[config.mk]
export PLATFORM = sky130hd
export DESIGN_NAME = pc_ship_ctrl_flat
export DESIGN_NICKNAME = d
export VERILOG_FILES = /design/src/rtl/pc_ship_ctrl_if.sv /design/src/rtl/pc_ship_ctrl.sv /design/src/flat_wrapper.sv
export SDC_FILE = /design/constraint.sdc
export NUM_CORES = 1
export LEC_CHECK = 0
export CAP_MARGIN = 20
export CORE_AREA = 4 4 97 99
export DETAILED_ROUTE_END_ITERATION = 10
export DIE_AREA = 0 0 101 103
export DONT_BUFFER_PORTS = 1
export PLACE_DENSITY = 0.69
export SYNTH_ARGS = -nofsm -noshare
export SYNTH_HDL_FRONTEND = slang
export SYNTH_SLANG_ARGS = --single-unit
[constraint.sdc]
create_clock -name frame_clk_i -period 4.7 [get_ports frame_clk_i]
set_input_delay 0.705 -clock frame_clk_i [delete_from_list [all_inputs] [get_ports frame_clk_i]]
set_output_delay 0.705 -clock frame_clk_i [all_outputs]
set_load 0.01 [all_outputs]
[src/rtl/pc_ship_ctrl_if.sv]
// Joystick/event inputs and ship status outputs between game logic and the ship controller.
interface pc_ship_ctrl_if #(
    parameter int unsigned VOL_W = 13,
    parameter int unsigned POS_W = 10
);
    logic [VOL_W-1:0] vol_x_i;
    logic [VOL_W-1:0] vol_y_i;
    logic             hit_i;
    logic             restart_i;
    logic [POS_W-1:0] ship_xpos_o;
    logic [POS_W-1:0] ship_ypos_o;
    logic [POS_W-1:0] ship_size_o;
    logic             ship_visible_o;
    logic             ship_exploding_o;
    logic             ship_alive_o;
    logic [2:0]       lives_o;
    logic             game_over_o;
    logic [2:0]       state_o;

    modport master (
        output vol_x_i, vol_y_i, hit_i, restart_i,
        input  ship_xpos_o, ship_ypos_o, ship_size_o, ship_visible_o,
        input  ship_exploding_o, ship_alive_o, lives_o, game_over_o, state_o
    );

    modport slave (
        input  vol_x_i, vol_y_i, hit_i, restart_i,
        output ship_xpos_o, ship_ypos_o, ship_size_o, ship_visible_o,
        output ship_exploding_o, ship_alive_o, lives_o, game_over_o, state_o
    );
endinterface

[src/rtl/pc_ship_ctrl.sv]
// Player ship controller: per-frame joystick movement with acceleration and field clamping,
// plus the life / explode / respawn / invulnerability / game-over sequence.
module pc_ship_ctrl #(
    parameter int unsigned VOL_W          = 13,
    parameter int unsigned POS_W          = 10,
    parameter int unsigned INIT_X         = 304,
    parameter int unsigned INIT_Y         = 400,
    parameter int unsigned MIN_X          = 133,
    parameter int unsigned MAX_X          = 506,
    parameter int unsigned MIN_Y          = 240,
    parameter int unsigned MAX_Y          = 479,
    parameter int unsigned SIZE           = 16,
    parameter int unsigned THRESH_HI      = 13'h0800,
    parameter int unsigned THRESH_LO      = 13'h0500,
    parameter int unsigned MAX_SPEED      = 4,
    parameter int unsigned ACCEL_FRAMES   = 4,
    parameter int unsigned LIVES          = 3,
    parameter int unsigned EXPLODE_FRAMES = 32,
    parameter int unsigned RESPAWN_FRAMES = 60,
    parameter int unsigned INVULN_FRAMES  = 120,
    parameter int unsigned BLINK_SHIFT    = 3
) (
    input logic           frame_clk_i,
    input logic           reset_i,
    pc_ship_ctrl_if.slave bus
);
    localparam int unsigned HOLD_CAP = ACCEL_FRAMES * (MAX_SPEED - 1);
    localparam int unsigned HOLD_W   = $clog2(HOLD_CAP + 2);
    localparam int unsigned SPD_W    = $clog2(MAX_SPEED + 1);
    localparam int unsigned T_MAX1   = (EXPLODE_FRAMES > RESPAWN_FRAMES) ? EXPLODE_FRAMES : RESPAWN_FRAMES;
    localparam int unsigned T_MAX    = (T_MAX1 > INVULN_FRAMES) ? T_MAX1 : INVULN_FRAMES;
    localparam int unsigned TMR_W    = $clog2(T_MAX + 1);
    localparam int unsigned BLK_W    = BLINK_SHIFT + 1;
    localparam int unsigned EXT_W    = POS_W + 1;

    typedef enum logic [2:0] {
        ST_ALIVE     = 3'd0,
        ST_EXPLODE   = 3'd1,
        ST_RESPAWN   = 3'd2,
        ST_INVULN    = 3'd3,
        ST_GAME_OVER = 3'd4
    } state_e;

    typedef enum logic [1:0] {
        DIR_NONE = 2'd0,
        DIR_POS  = 2'd1,
        DIR_NEG  = 2'd2
    } dir_e;

    state_e             state_q, state_d;
    logic [TMR_W-1:0]   timer_q, timer_d;
    logic [BLK_W-1:0]   blink_q, blink_d;
    logic [2:0]         lives_q, lives_d;
    logic [POS_W-1:0]   xpos_q, xpos_d, ypos_q, ypos_d;
    dir_e               dir_x_q, dir_x_d, dir_y_q, dir_y_d;
    logic [HOLD_W-1:0]  hold_x_q, hold_x_d, hold_y_q, hold_y_d;
    dir_e               dir_x, dir_y;
    logic [SPD_W-1:0]   spd_x, spd_y;
    logic               move_en, respawn;

    function automatic dir_e vol_dir(input logic [VOL_W-1:0] vol);
        if (vol > VOL_W'(THRESH_HI)) return DIR_NEG;
        if (vol < VOL_W'(THRESH_LO)) return DIR_POS;
        return DIR_NONE;
    endfunction

    // Speed ramps by one every ACCEL_FRAMES held frames; any change of direction restarts at 1.
    function automatic logic [SPD_W-1:0] axis_spd(input dir_e dir, input dir_e prev,
                                                  input logic [HOLD_W-1:0] hold);
        int unsigned s;
        if (dir == DIR_NONE) return '0;
        if (dir != prev) return SPD_W'(1);
        s = 32'(hold) / ACCEL_FRAMES + 1;
        if (s > MAX_SPEED) s = MAX_SPEED;
        return SPD_W'(s);
    endfunction

    function automatic logic [HOLD_W-1:0] axis_hold(input dir_e dir, input dir_e prev,
                                                    input logic [HOLD_W-1:0] hold);
        if (dir == DIR_NONE) return '0;
        if (dir != prev) return HOLD_W'(1);
        if (32'(hold) >= HOLD_CAP) return hold;
        return hold + HOLD_W'(1);
    endfunction

    // One extra bit keeps the sums from wrapping before the bound comparison.
    function automatic logic [POS_W-1:0] axis_pos(input logic [POS_W-1:0] pos, input dir_e dir,
                                                  input logic [SPD_W-1:0] spd,
                                                  input int unsigned lo, input int unsigned hi);
        logic [EXT_W-1:0] p, s;
        p = EXT_W'(pos);
        s = EXT_W'(spd);
        case (dir)
            DIR_NEG: return (p < EXT_W'(lo) + s) ? POS_W'(lo) : POS_W'(p - s);
            DIR_POS: return (p + s + EXT_W'(SIZE) > EXT_W'(hi)) ? POS_W'(hi - SIZE) : POS_W'(p + s);
            default: return pos;
        endcase
    endfunction

    always_ff @(posedge frame_clk_i or posedge reset_i) begin
        if (reset_i) begin
            state_q  <= ST_ALIVE;
            timer_q  <= '0;
            blink_q  <= '0;
            lives_q  <= 3'(LIVES);
            xpos_q   <= POS_W'(INIT_X);
            ypos_q   <= POS_W'(INIT_Y);
            dir_x_q  <= DIR_NONE;
            dir_y_q  <= DIR_NONE;
            hold_x_q <= '0;
            hold_y_q <= '0;
        end else begin
            state_q  <= state_d;
            timer_q  <= timer_d;
            blink_q  <= blink_d;
            lives_q  <= lives_d;
            xpos_q   <= xpos_d;
            ypos_q   <= ypos_d;
            dir_x_q  <= dir_x_d;
            dir_y_q  <= dir_y_d;
            hold_x_q <= hold_x_d;
            hold_y_q <= hold_y_d;
        end
    end

    always_comb begin
        state_d  = state_q;
        timer_d  = '0;
        blink_d  = '0;
        lives_d  = lives_q;
        xpos_d   = xpos_q;
        ypos_d   = ypos_q;
        dir_x_d  = DIR_NONE;
        dir_y_d  = DIR_NONE;
        hold_x_d = '0;
        hold_y_d = '0;
        move_en  = 1'b0;
        respawn  = 1'b0;
        dir_x    = vol_dir(bus.vol_x_i);
        dir_y    = vol_dir(bus.vol_y_i);
        spd_x    = '0;
        spd_y    = '0;

        case (state_q)
            ST_ALIVE: begin
                if (bus.hit_i) begin
                    state_d = ST_EXPLODE;
                    lives_d = lives_q - 3'd1;
                end else begin
                    move_en = 1'b1;
                end
            end
            ST_EXPLODE: begin
                timer_d = timer_q + TMR_W'(1);
                if (timer_q == TMR_W'(EXPLODE_FRAMES - 1)) begin
                    timer_d = '0;
                    state_d = (lives_q == 3'd0) ? ST_GAME_OVER : ST_RESPAWN;
                end
            end
            ST_RESPAWN: begin
                timer_d = timer_q + TMR_W'(1);
                if (timer_q == TMR_W'(RESPAWN_FRAMES - 1)) begin
                    timer_d = '0;
                    state_d = ST_INVULN;
                    respawn = 1'b1;
                end
            end
            ST_INVULN: begin
                move_en = 1'b1;
                timer_d = timer_q + TMR_W'(1);
                blink_d = blink_q + BLK_W'(1);
                if (timer_q == TMR_W'(INVULN_FRAMES - 1)) begin
                    timer_d = '0;
                    blink_d = '0;
                    state_d = ST_ALIVE;
                end
            end
            ST_GAME_OVER: begin
                if (bus.restart_i) begin
                    state_d = ST_INVULN;
                    lives_d = 3'(LIVES);
                    respawn = 1'b1;
                end
            end
            default: state_d = ST_ALIVE;
        endcase

        if (move_en) begin
            spd_x    = axis_spd(dir_x, dir_x_q, hold_x_q);
            spd_y    = axis_spd(dir_y, dir_y_q, hold_y_q);
            hold_x_d = axis_hold(dir_x, dir_x_q, hold_x_q);
            hold_y_d = axis_hold(dir_y, dir_y_q, hold_y_q);
            dir_x_d  = dir_x;
            dir_y_d  = dir_y;
            xpos_d   = axis_pos(xpos_q, dir_x, spd_x, MIN_X, MAX_X);
            ypos_d   = axis_pos(ypos_q, dir_y, spd_y, MIN_Y, MAX_Y);
        end

        if (respawn) begin
            xpos_d = POS_W'(INIT_X);
            ypos_d = POS_W'(INIT_Y);
        end
    end

    assign bus.ship_xpos_o      = xpos_q;
    assign bus.ship_ypos_o      = ypos_q;
    assign bus.ship_size_o      = POS_W'(SIZE);
    assign bus.ship_visible_o   = (state_q == ST_ALIVE) || (state_q == ST_EXPLODE) ||
                                  ((state_q == ST_INVULN) && !blink_q[BLINK_SHIFT]);
    assign bus.ship_exploding_o = (state_q == ST_EXPLODE);
    assign bus.ship_alive_o     = (state_q == ST_ALIVE);
    assign bus.lives_o          = lives_q;
    assign bus.game_over_o      = (state_q == ST_GAME_OVER);
    assign bus.state_o          = state_q;
endmodule

[src/flat_wrapper.sv]
// flat-port wrapper written by rule: the top's interface ports become plain ports
module pc_ship_ctrl_flat 
#(
    parameter int unsigned VOL_W          = 13,
    parameter int unsigned POS_W          = 10,
    parameter int unsigned INIT_X         = 304,
    parameter int unsigned INIT_Y         = 400,
    parameter int unsigned MIN_X          = 133,
    parameter int unsigned MAX_X          = 506,
    parameter int unsigned MIN_Y          = 240,
    parameter int unsigned MAX_Y          = 479,
    parameter int unsigned SIZE           = 16,
    parameter int unsigned THRESH_HI      = 13'h0800,
    parameter int unsigned THRESH_LO      = 13'h0500,
    parameter int unsigned MAX_SPEED      = 4,
    parameter int unsigned ACCEL_FRAMES   = 4,
    parameter int unsigned LIVES          = 3,
    parameter int unsigned EXPLODE_FRAMES = 32,
    parameter int unsigned RESPAWN_FRAMES = 60,
    parameter int unsigned INVULN_FRAMES  = 120,
    parameter int unsigned BLINK_SHIFT    = 3
)
  (frame_clk_i, reset_i, bus_vol_x_i, bus_vol_y_i, bus_hit_i, bus_restart_i, bus_ship_xpos_o, bus_ship_ypos_o, bus_ship_size_o, bus_ship_visible_o, bus_ship_exploding_o, bus_ship_alive_o, bus_lives_o, bus_game_over_o, bus_state_o);
  pc_ship_ctrl_if #(.VOL_W(VOL_W), .POS_W(POS_W)) bus_i ();
  input logic frame_clk_i;
  input logic reset_i;
  input wire logic [$bits(bus_i.vol_x_i)-1:0] bus_vol_x_i;
  input wire logic [$bits(bus_i.vol_y_i)-1:0] bus_vol_y_i;
  input wire logic [$bits(bus_i.hit_i)-1:0] bus_hit_i;
  input wire logic [$bits(bus_i.restart_i)-1:0] bus_restart_i;
  output wire logic [$bits(bus_i.ship_xpos_o)-1:0] bus_ship_xpos_o;
  output wire logic [$bits(bus_i.ship_ypos_o)-1:0] bus_ship_ypos_o;
  output wire logic [$bits(bus_i.ship_size_o)-1:0] bus_ship_size_o;
  output wire logic [$bits(bus_i.ship_visible_o)-1:0] bus_ship_visible_o;
  output wire logic [$bits(bus_i.ship_exploding_o)-1:0] bus_ship_exploding_o;
  output wire logic [$bits(bus_i.ship_alive_o)-1:0] bus_ship_alive_o;
  output wire logic [$bits(bus_i.lives_o)-1:0] bus_lives_o;
  output wire logic [$bits(bus_i.game_over_o)-1:0] bus_game_over_o;
  output wire logic [$bits(bus_i.state_o)-1:0] bus_state_o;
  assign bus_i.vol_x_i = bus_vol_x_i;
  assign bus_i.vol_y_i = bus_vol_y_i;
  assign bus_i.hit_i = bus_hit_i;
  assign bus_i.restart_i = bus_restart_i;
  assign bus_ship_xpos_o = bus_i.ship_xpos_o;
  assign bus_ship_ypos_o = bus_i.ship_ypos_o;
  assign bus_ship_size_o = bus_i.ship_size_o;
  assign bus_ship_visible_o = bus_i.ship_visible_o;
  assign bus_ship_exploding_o = bus_i.ship_exploding_o;
  assign bus_ship_alive_o = bus_i.ship_alive_o;
  assign bus_lives_o = bus_i.lives_o;
  assign bus_game_over_o = bus_i.game_over_o;
  assign bus_state_o = bus_i.state_o;
  pc_ship_ctrl #(.VOL_W(VOL_W), .POS_W(POS_W), .INIT_X(INIT_X), .INIT_Y(INIT_Y), .MIN_X(MIN_X), .MAX_X(MAX_X), .MIN_Y(MIN_Y), .MAX_Y(MAX_Y), .SIZE(SIZE), .THRESH_HI(THRESH_HI), .THRESH_LO(THRESH_LO), .MAX_SPEED(MAX_SPEED), .ACCEL_FRAMES(ACCEL_FRAMES), .LIVES(LIVES), .EXPLODE_FRAMES(EXPLODE_FRAMES), .RESPAWN_FRAMES(RESPAWN_FRAMES), .INVULN_FRAMES(INVULN_FRAMES), .BLINK_SHIFT(BLINK_SHIFT)) u_core (.frame_clk_i(frame_clk_i), .reset_i(reset_i), .bus(bus_i));
endmodule
Word level (Yosys, flattened, before mapping):

Cells that the tools add are included.

* flip-flop bits (word level): 49
* input port bits: 30
* output and inout port bits: 40
* word-level logic and storage cells: 163

* $add $sub $neg: 15
* order comparisons: 12
* equal/unequal tests: 20
* muxes and demuxes: 90
* reductions and logical operators: 16

Operator list (count)
* $mux W10: 8
* $gt A32 B3 Y1 const B: 2
* $mux W4: 16
* $mux W3: 19
* $pmux W10 S2: 2
* $mux W1: 27
* $gt A13 B12 Y1 const B: 2
* $lt A13 B11 Y1 const B: 2
* $add A10 B3 Y11: 2
* $add A11 B5 Y11 const B: 2
* $gt A11 B9 Y1 const B: 2
* $lt A10 B11 Y1: 2
* $mux W7: 3
* $pmux W7 S3: 1
* $mux W2: 10
* $sub A10 B3 Y10: 2
* $add A8 B3 Y9 const A: 2
* $pmux W3 S5: 1
* $add A4 B1 Y4 const B: 3
* $ne A5 B5 Y1 const B: 2
* $ge A4 B4 Y1 const B: 2
* $add A7 B1 Y7 const B: 1
* $eq A7 B5 Y1 const B: 1
* $eq A7 B6 Y1 const B: 1
* 23 further kinds: 38

Longest topological paths before layout:

* depth in word-level cells: 20
* gate-level depth with buffers: 21
* mapped depth without buffers: 21

Worst setup path after synthesis:

OpenSTA, ideal clock, no wires.

* path type: input port to flip-flop
* from: input port bus_vol_y_i[9]
* to: register u_core.ypos_q[5], in the netlist u_core.bus.ship_ypos_o[5]
* data arrival time: 4.564 ns
* slack: 0.010 ns
* stages: 19
* path buffers: 1
* cell sequence: o21a_1 -> or3_1 -> buf_2 -> xnor2_1 -> nor2_1 -> and3_1 -> inv_1 -> ha_1 -> nand2b_1 -> a211oi_2 -> xnor2_1 -> inv_1 -> ha_1 -> xor2_1 -> xnor2_1 -> a2111oi_2 -> a211o_2 -> a21oi_4 -> a221o_1

* longest elaborated chain between the ends: 19
* elaborated cells between the ends (all ways): 34

RTL lines
* start: declaration: RTL line flat_wrapper.sv:28 `input wire logic [$bits(bus_i.vol_y_i)-1:0] bus_vol_y_i;`
* $lt A13 B11 Y1: RTL line pc_ship_ctrl.sv:63 `if (vol < VOL_W'(THRESH_LO)) return DIR_POS;`
* $mux W1 (2 in a row): RTL line pc_ship_ctrl.sv:63
* $mux W2: RTL line pc_ship_ctrl.sv:64 `return DIR_NONE;`
* $mux W2 (*): RTL line pc_ship_ctrl.sv:63
* $ne A2 B2 Y1: RTL line pc_ship_ctrl.sv:72 `if (dir != prev) return SPD_W'(1);`
* $mux W1 (2 in a row): RTL line pc_ship_ctrl.sv:72
* $mux W1: RTL line pc_ship_ctrl.sv:188 `if (move_en) begin`
* $mux W3: RTL line pc_ship_ctrl.sv:73 `s = 32'(hold) / ACCEL_FRAMES + 1;`
* $mux W3: RTL line pc_ship_ctrl.sv:72
* $mux W3: RTL line pc_ship_ctrl.sv:188
* $add A10 B3 Y11: RTL line pc_ship_ctrl.sv:95 `DIR_POS: return (p + s + EXT_W'(SIZE) > EXT_W'(hi)) ? POS_W'(hi - SIZE) : POS_W'(p + s);`
* $add A11 B5 Y11: RTL line pc_ship_ctrl.sv:95
* $gt A11 B9 Y1: RTL line pc_ship_ctrl.sv:95
* $mux W10: RTL line pc_ship_ctrl.sv:95
* $pmux W10 S2: RTL line pc_ship_ctrl.sv:93 `case (dir)`
* $mux W10: RTL line pc_ship_ctrl.sv:188
* $mux W10: RTL line pc_ship_ctrl.sv:199 `if (respawn) begin`
* end signal: assignment: RTL line pc_ship_ctrl.sv:107 `ypos_q <= POS_W'(INIT_Y);`
* end signal: assignment: RTL line pc_ship_ctrl.sv:118 `ypos_q <= ypos_d;`
* end: declaration: RTL line pc_ship_ctrl.sv:54 `logic [POS_W-1:0] xpos_q, xpos_d, ypos_q, ypos_d;`

Mark *: on every way between the ends. The rest lies on a longest branch, timed or not. The select of a mux whose other input is x is not followed.
A chain may end at the register's enable or synchronous reset.

Worst setup path in the final report:

* from: input port bus_vol_x_i[9]
* to: register u_core.xpos_q[1], in the netlist u_core.bus.ship_xpos_o[1]

* longest elaborated chain between the ends: 19
* elaborated cells between the ends (all ways): 34

RTL lines
* start: declaration: RTL line flat_wrapper.sv:27 `input wire logic [$bits(bus_i.vol_x_i)-1:0] bus_vol_x_i;`
* $lt A13 B11 Y1: RTL line pc_ship_ctrl.sv:63
* $mux W1 (2 in a row): RTL line pc_ship_ctrl.sv:63
* $mux W2: RTL line pc_ship_ctrl.sv:64
* $mux W2 (*): RTL line pc_ship_ctrl.sv:63
* $ne A2 B2 Y1: RTL line pc_ship_ctrl.sv:72
* $mux W1 (2 in a row): RTL line pc_ship_ctrl.sv:72
* $mux W1: RTL line pc_ship_ctrl.sv:188
* $mux W3: RTL line pc_ship_ctrl.sv:73
* $mux W3: RTL line pc_ship_ctrl.sv:72
* $mux W3: RTL line pc_ship_ctrl.sv:188
* $add A10 B3 Y11: RTL line pc_ship_ctrl.sv:95
* $add A11 B5 Y11: RTL line pc_ship_ctrl.sv:95
* $gt A11 B9 Y1: RTL line pc_ship_ctrl.sv:95
* $mux W10: RTL line pc_ship_ctrl.sv:95
* $pmux W10 S2: RTL line pc_ship_ctrl.sv:93
* $mux W10: RTL line pc_ship_ctrl.sv:188
* $mux W10: RTL line pc_ship_ctrl.sv:199
* end signal: assignment: RTL line pc_ship_ctrl.sv:106 `xpos_q <= POS_W'(INIT_X);`
* end signal: assignment: RTL line pc_ship_ctrl.sv:117 `xpos_q <= xpos_d;`
* end: declaration: RTL line pc_ship_ctrl.sv:54

Marks and branches as above.

==> metrics.md <==
| Metric | Value |
|---|---|
| Post-synthesis cell count | `~560` |
| Startpoint of the worst setup timing path | `bus_vol_x_i[9]` |
| Warnings, synthesis | `0` |
| Slowest stage cell on the critical path | `sky130_fd_sc_hd__fa_1` |
| Path category of the worst min-delay check | `input pin to async pin` |
| Post-layout net count | `about 620` |
| Largest net degree at the start of global routing | `50` |
| Sequential area share after synthesis | `a little over a quarter` |
| Initial core utilization | `53.8%` |
| DIE WIDTH | `around 100 um` |
| Fraction of the mapped netlist area in compound gates | `25.4%` |
| Reported max-cap violation count | `0` |
| Post-Route WL | `approximately 11 mm` |
| Critical path depth | `19` |
| Register-to-Register Path Depth | `15` |
| Min cycle time layout | `between 4000 and 5000 ps` |
| Number of fill cells in the layout | `a little under 800` |
| Antenna Diode Count | `0` |
| Post-Synth XOR/XNOR Area | `roughly 6.1%` |
| Number of detailed-routing iterations run before antenna repair | `5` |
| Clock sink total | `between 40 and 50` |
| Wire length of the first global-routing pass | `around 19 mm` |
| Share of layout cells above drive strength 1 | `11.0%` |
| GR Util All Layers | `22.2%` |
| Highest-count cells in the layout ignoring fill and taps | `56 x sky130_fd_sc_hd__nor2_1, 41 x sky130_fd_sc_hd__dfrtp_1, 39 x sky130_fd_sc_hd__nand2_1` |
| IO buf count | `0` |
| IO Pins | `70` |
| CP Capture Type | `flop` |
| Number of buffers created by CTS | `5` |
| Reg2reg end | `u_core.bus.ship_xpos_o[1]` |
| Die Outline Area | `approximately 0.010 sq mm` |
| Data arrival time of the critical path | `4590 ps` |
| Commonest non-fill, non-tap cell in the layout | `sky130_fd_sc_hd__nor2_1` |
| Combinational family with the most area after synthesis | `compound AO/OA/AOI/OAI gates` |
| Buffering stage count on the worst path with inverters included | `2` |
| Cell at the root of the clock tree | `sky130_fd_sc_hd__clkbuf_8` |
| Leakage component of the power | `slightly above 2 nW` |
| Cell type contributing the most total cell area after synthesis | `sky130_fd_sc_hd__dfrtp_1` |
| Clock transition at the registers of the reported paths | `approximately 100 ps` |
| Avg Synthesized Cell Area | `8.24 sq um` |
| Worst slack on hold paths | `approximately 140 ps` |
| Post-route insts no fill | `between 600 and 700` |
| Area used by multi-input combinational logic | `approximately 0.0031 sq mm` |
| Number of antenna violations at the first check in global routing | `0` |
| Area added between synthesis and finish | `5.28%` |
| DRC violations left | `0` |
| Peak supply drop | `0.273 mV` |
| Post-synthesis instance area | `~0.0046 sq mm` |
| Simple-gate portion of the synthesized area | `between 20% and 30%` |
| Highest clock rate | `roughly 0.23 GHz` |
| Area occupied by registers | `approximately 0.0012 sq mm` |
| Longest individual stage delay on the worst path | `around 470 ps` |
| Worst Max-Slew Pin Slew | `around 730 ps` |
| Most area-consuming cells after synthesis | `sky130_fd_sc_hd__dfrtp_1 22%, sky130_fd_sc_hd__ha_1 7.9%, sky130_fd_sc_hd__dfstp_2 4.6%` |
| Weighted congestion reported at the end of routability-driven placement | `approximately 0.94` |
| Post-detailed-route via-to-cell ratio | `about 6.1` |
| Clock tree from TritonCTS | `done` |
| Number of flops mapped to enable cells by yosys | `0` |
| Dominant register cell in the synthesized netlist | `sky130_fd_sc_hd__dfrtp_1` |
| Fin crit share | `between 90% and 100%` |
| Count of cells resized by post-cts repair | `0` |
| Peak fanout along the critical path | `6` |
| Number of H-tree levels | `2` |
| Adder-cell share of the synthesized area | `between 9 and 10%` |
| Endpoints failing setup | `0` |
| RR Startpoint | `u_core.hold_x_q[2]` |
| Placed cells | `between 600 and 700` |
| Ys async rst share | `between 90% and 100%` |
| Insertion delay of the later-clocked pin in the worst-skew pair | `roughly 310 ps` |
| Number of pins with negative max-slew slack in the final report | `0` |
| Die Ht | `103 um` |
| Register-to-register setup slack | `670 ps` |
| Synth Register Bits | `slightly below 50` |
| Critical Setup Path Class | `input pin to flop` |
| Top cell type's share of synthesized area | `between 20% and 30%` |
| Hold buffer count at CTS | `0` |
| Crit-path cells | `nor4_1, nand3_1, a21oi_2, xnor2_1, nor3b_1, o21ai_0, o21a_1, ha_1, inv_1, fa_1, or3b_1, a2bb2oi_2, inv_1, ha_1, a21boi_1, o31ai_2, mux2i_4, nor4_1, o32ai_1` |
| Pwr per Cell Area | `546 mW/mm^2` |
| Largest delay contributor family on the critical path | `compound AO/OA/AOI/OAI gates` |
| Multiplexer fraction of the synthesized cell area | `around 1.2%` |
| Post-CTS setup buffer count | `0` |
| Vias in the first global route | `between 3000 and 4000` |
| Wire per inst | `17.1 um` |
| ANT nets after route | `0` |
| Headroom to the max-slew limit | `between 50 and 60%` |
| Final clock skew | `about 5.8 ps` |
| Critical path destination | `u_core.bus.ship_xpos_o[1]` |
| Count of final hold-check violations | `0` |
| Critical path data required time | `about 4900 ps` |
| Area of the core region | `0.00855 sq mm` |
| Number of distinct library cells after synthesis | `84` |
| Sort of element at the start of the critical path | `input pin` |
| Placed wire-length estimate after detailed placement | `about 8.6 mm` |
| 1st-iter DRT viols | `between 150 and 200` |
| Status | `finished, final reports clean` |
| Number of vias after detailed routing | `~4100` |
| Standard-cell row count | `34` |
| Largest buffer count on any clock path | `2` |
| GR Overflow Total | `0` |
-- where the power goes --
group	total, W	switching [W]	internal [W]
clock	0.000269	0.000157	0.000112
sequential	0.000911	0.000333	0.000578
combinational	0.00147	0.000831	0.000636
total	0.00265	0.00132	0.00133
-- layout make-up --
type | count | area share [%]
clock buffer | 5 | 1.42
clock inverter | 3 | 0.594
inverter | 37 | 2.87
multi-input combinational | 444 | 63.8
sequential | 49 | 25.5
tap | 108 | 2.79
timing repair buffer | 18 | 3.05
-- state kept, by name, indices dropped and copies added, names as in the netlist --
| name | flops |
|---|---|
| u_core.blink_q | 4 |
| u_core.bus.lives_o | 3 |
| u_core.bus.ship_xpos_o | 10 |
| u_core.bus.ship_ypos_o | 10 |
| u_core.bus.state_o | 3 |
| u_core.dir_x_q | 2 |
| u_core.dir_y_q | 2 |
| u_core.hold_x_q | 4 |
| u_core.hold_y_q | 4 |
| u_core.timer_q | 7 |
-- worst register-to-register path: stages (launching register included) --
cell and delay (ps):
sky130_fd_sc_hd__dfrtp_1 440, sky130_fd_sc_hd__ha_1 310, sky130_fd_sc_hd__o21ai_0 230, sky130_fd_sc_hd__o21a_1 210, sky130_fd_sc_hd__ha_1 180, sky130_fd_sc_hd__inv_1 60, sky130_fd_sc_hd__fa_1 470, sky130_fd_sc_hd__or3b_1 420
sky130_fd_sc_hd__a2bb2oi_2 170, sky130_fd_sc_hd__inv_1 60, sky130_fd_sc_hd__ha_1 180, sky130_fd_sc_hd__a21boi_1 160, sky130_fd_sc_hd__o31ai_2 360, sky130_fd_sc_hd__mux2i_4 160, sky130_fd_sc_hd__nor4_1 350, sky130_fd_sc_hd__o32ai_1 140
-- Yosys cell counts, types with 3 or more instances --
| master | number |
|---|---|
| sky130_fd_sc_hd__a22oi_1 | 3 |
| sky130_fd_sc_hd__and2_1 | 7 |
| sky130_fd_sc_hd__nand4_1 | 6 |
| sky130_fd_sc_hd__o31a_1 | 3 |
| sky130_fd_sc_hd__a22o_1 | 3 |
| sky130_fd_sc_hd__o21a_1 | 6 |
| sky130_fd_sc_hd__a32oi_1 | 4 |
| sky130_fd_sc_hd__and3_1 | 5 |
| sky130_fd_sc_hd__o21ai_0 | 37 |
| sky130_fd_sc_hd__nor4_1 | 9 |
| sky130_fd_sc_hd__a211oi_2 | 5 |
| sky130_fd_sc_hd__nand2b_1 | 12 |
| sky130_fd_sc_hd__o21bai_1 | 3 |
| sky130_fd_sc_hd__o22ai_1 | 4 |
| sky130_fd_sc_hd__o31ai_1 | 8 |
| sky130_fd_sc_hd__xnor2_1 | 19 |
| sky130_fd_sc_hd__nor2b_1 | 13 |
| sky130_fd_sc_hd__xor2_1 | 13 |
| sky130_fd_sc_hd__nand3_1 | 19 |
| sky130_fd_sc_hd__a31oi_1 | 10 |
| sky130_fd_sc_hd__or3_1 | 8 |
| sky130_fd_sc_hd__fa_1 | 4 |
| sky130_fd_sc_hd__dfrtp_1 | 41 |
| sky130_fd_sc_hd__nor2_1 | 56 |
| sky130_fd_sc_hd__a211o_1 | 3 |
| sky130_fd_sc_hd__buf_2 | 10 |
| sky130_fd_sc_hd__ha_1 | 29 |
| sky130_fd_sc_hd__inv_1 | 37 |
| sky130_fd_sc_hd__dfstp_2 | 8 |
| sky130_fd_sc_hd__o211ai_1 | 3 |
| sky130_fd_sc_hd__a21oi_1 | 19 |
| sky130_fd_sc_hd__o21ai_1 | 4 |
| sky130_fd_sc_hd__nand2_1 | 39 |
| sky130_fd_sc_hd__mux2i_1 | 4 |
| sky130_fd_sc_hd__clkbuf_1 | 14 |
| sky130_fd_sc_hd__buf_4 | 12 |
| sky130_fd_sc_hd__a211oi_1 | 4 |
| sky130_fd_sc_hd__nor3_1 | 18 |
-- cell families after synthesis --
group / Yosys count
mux: 5
buf+inv: 73
simple gates: 210
compound gates: 154
flops: 49
other cells: 2
fa+ha+maj: 33
xor+xnor: 32
-- metrics by stage --
step / area, sq um / setup slack [ps] / TNS [ps] / power (W) / util (%)
floorplan: 4630 / 9.68 / 0 / 0.00199 / -
global placement: 4700 / 7.88 / 0 / 0.00231 / 55.0
detailed placement: 4700 / -39.8 / -75.9 / 0.00235 / 55.0
CTS: 4800 / 284 / 0 / 0.00263 / 56.1
global route: 4840 / -17.6 / -28.4 / 0.00289 / 56.6
finish: 4840 / 286 / 0 / 0.00265 / 56.6
-- how the worst min path moves through the flow --
stage | from | to | slack, ps | cells past startpoint
2_1_floorplan | u_core.timer_q[0] | u_core.timer_q[0] | 420 | 1
3_3_place_gp | u_core.timer_q[0] | u_core.timer_q[0] | 440 | 1
3_5_place_dp | u_core.timer_q[0] | u_core.timer_q[0] | 440 | 1
4_1_cts | u_core.timer_q[0] | u_core.timer_q[0] | 460 | 1
5_1_grt | reset_i | u_core.timer_q[0] | 130 | 1
6_report | reset_i | u_core.timer_q[0] | 140 | 1
-- layer usage --
layer	global-route usage [%]	part of all wire, %	up-vias
li1	-	-	1979
met1	30.8	46	1945
met2	36.0	46	139
met3	4.53	6.8	15
met4	4.81	1.2	0
met5	0	0	-
(Power assumes the default switching activity.)
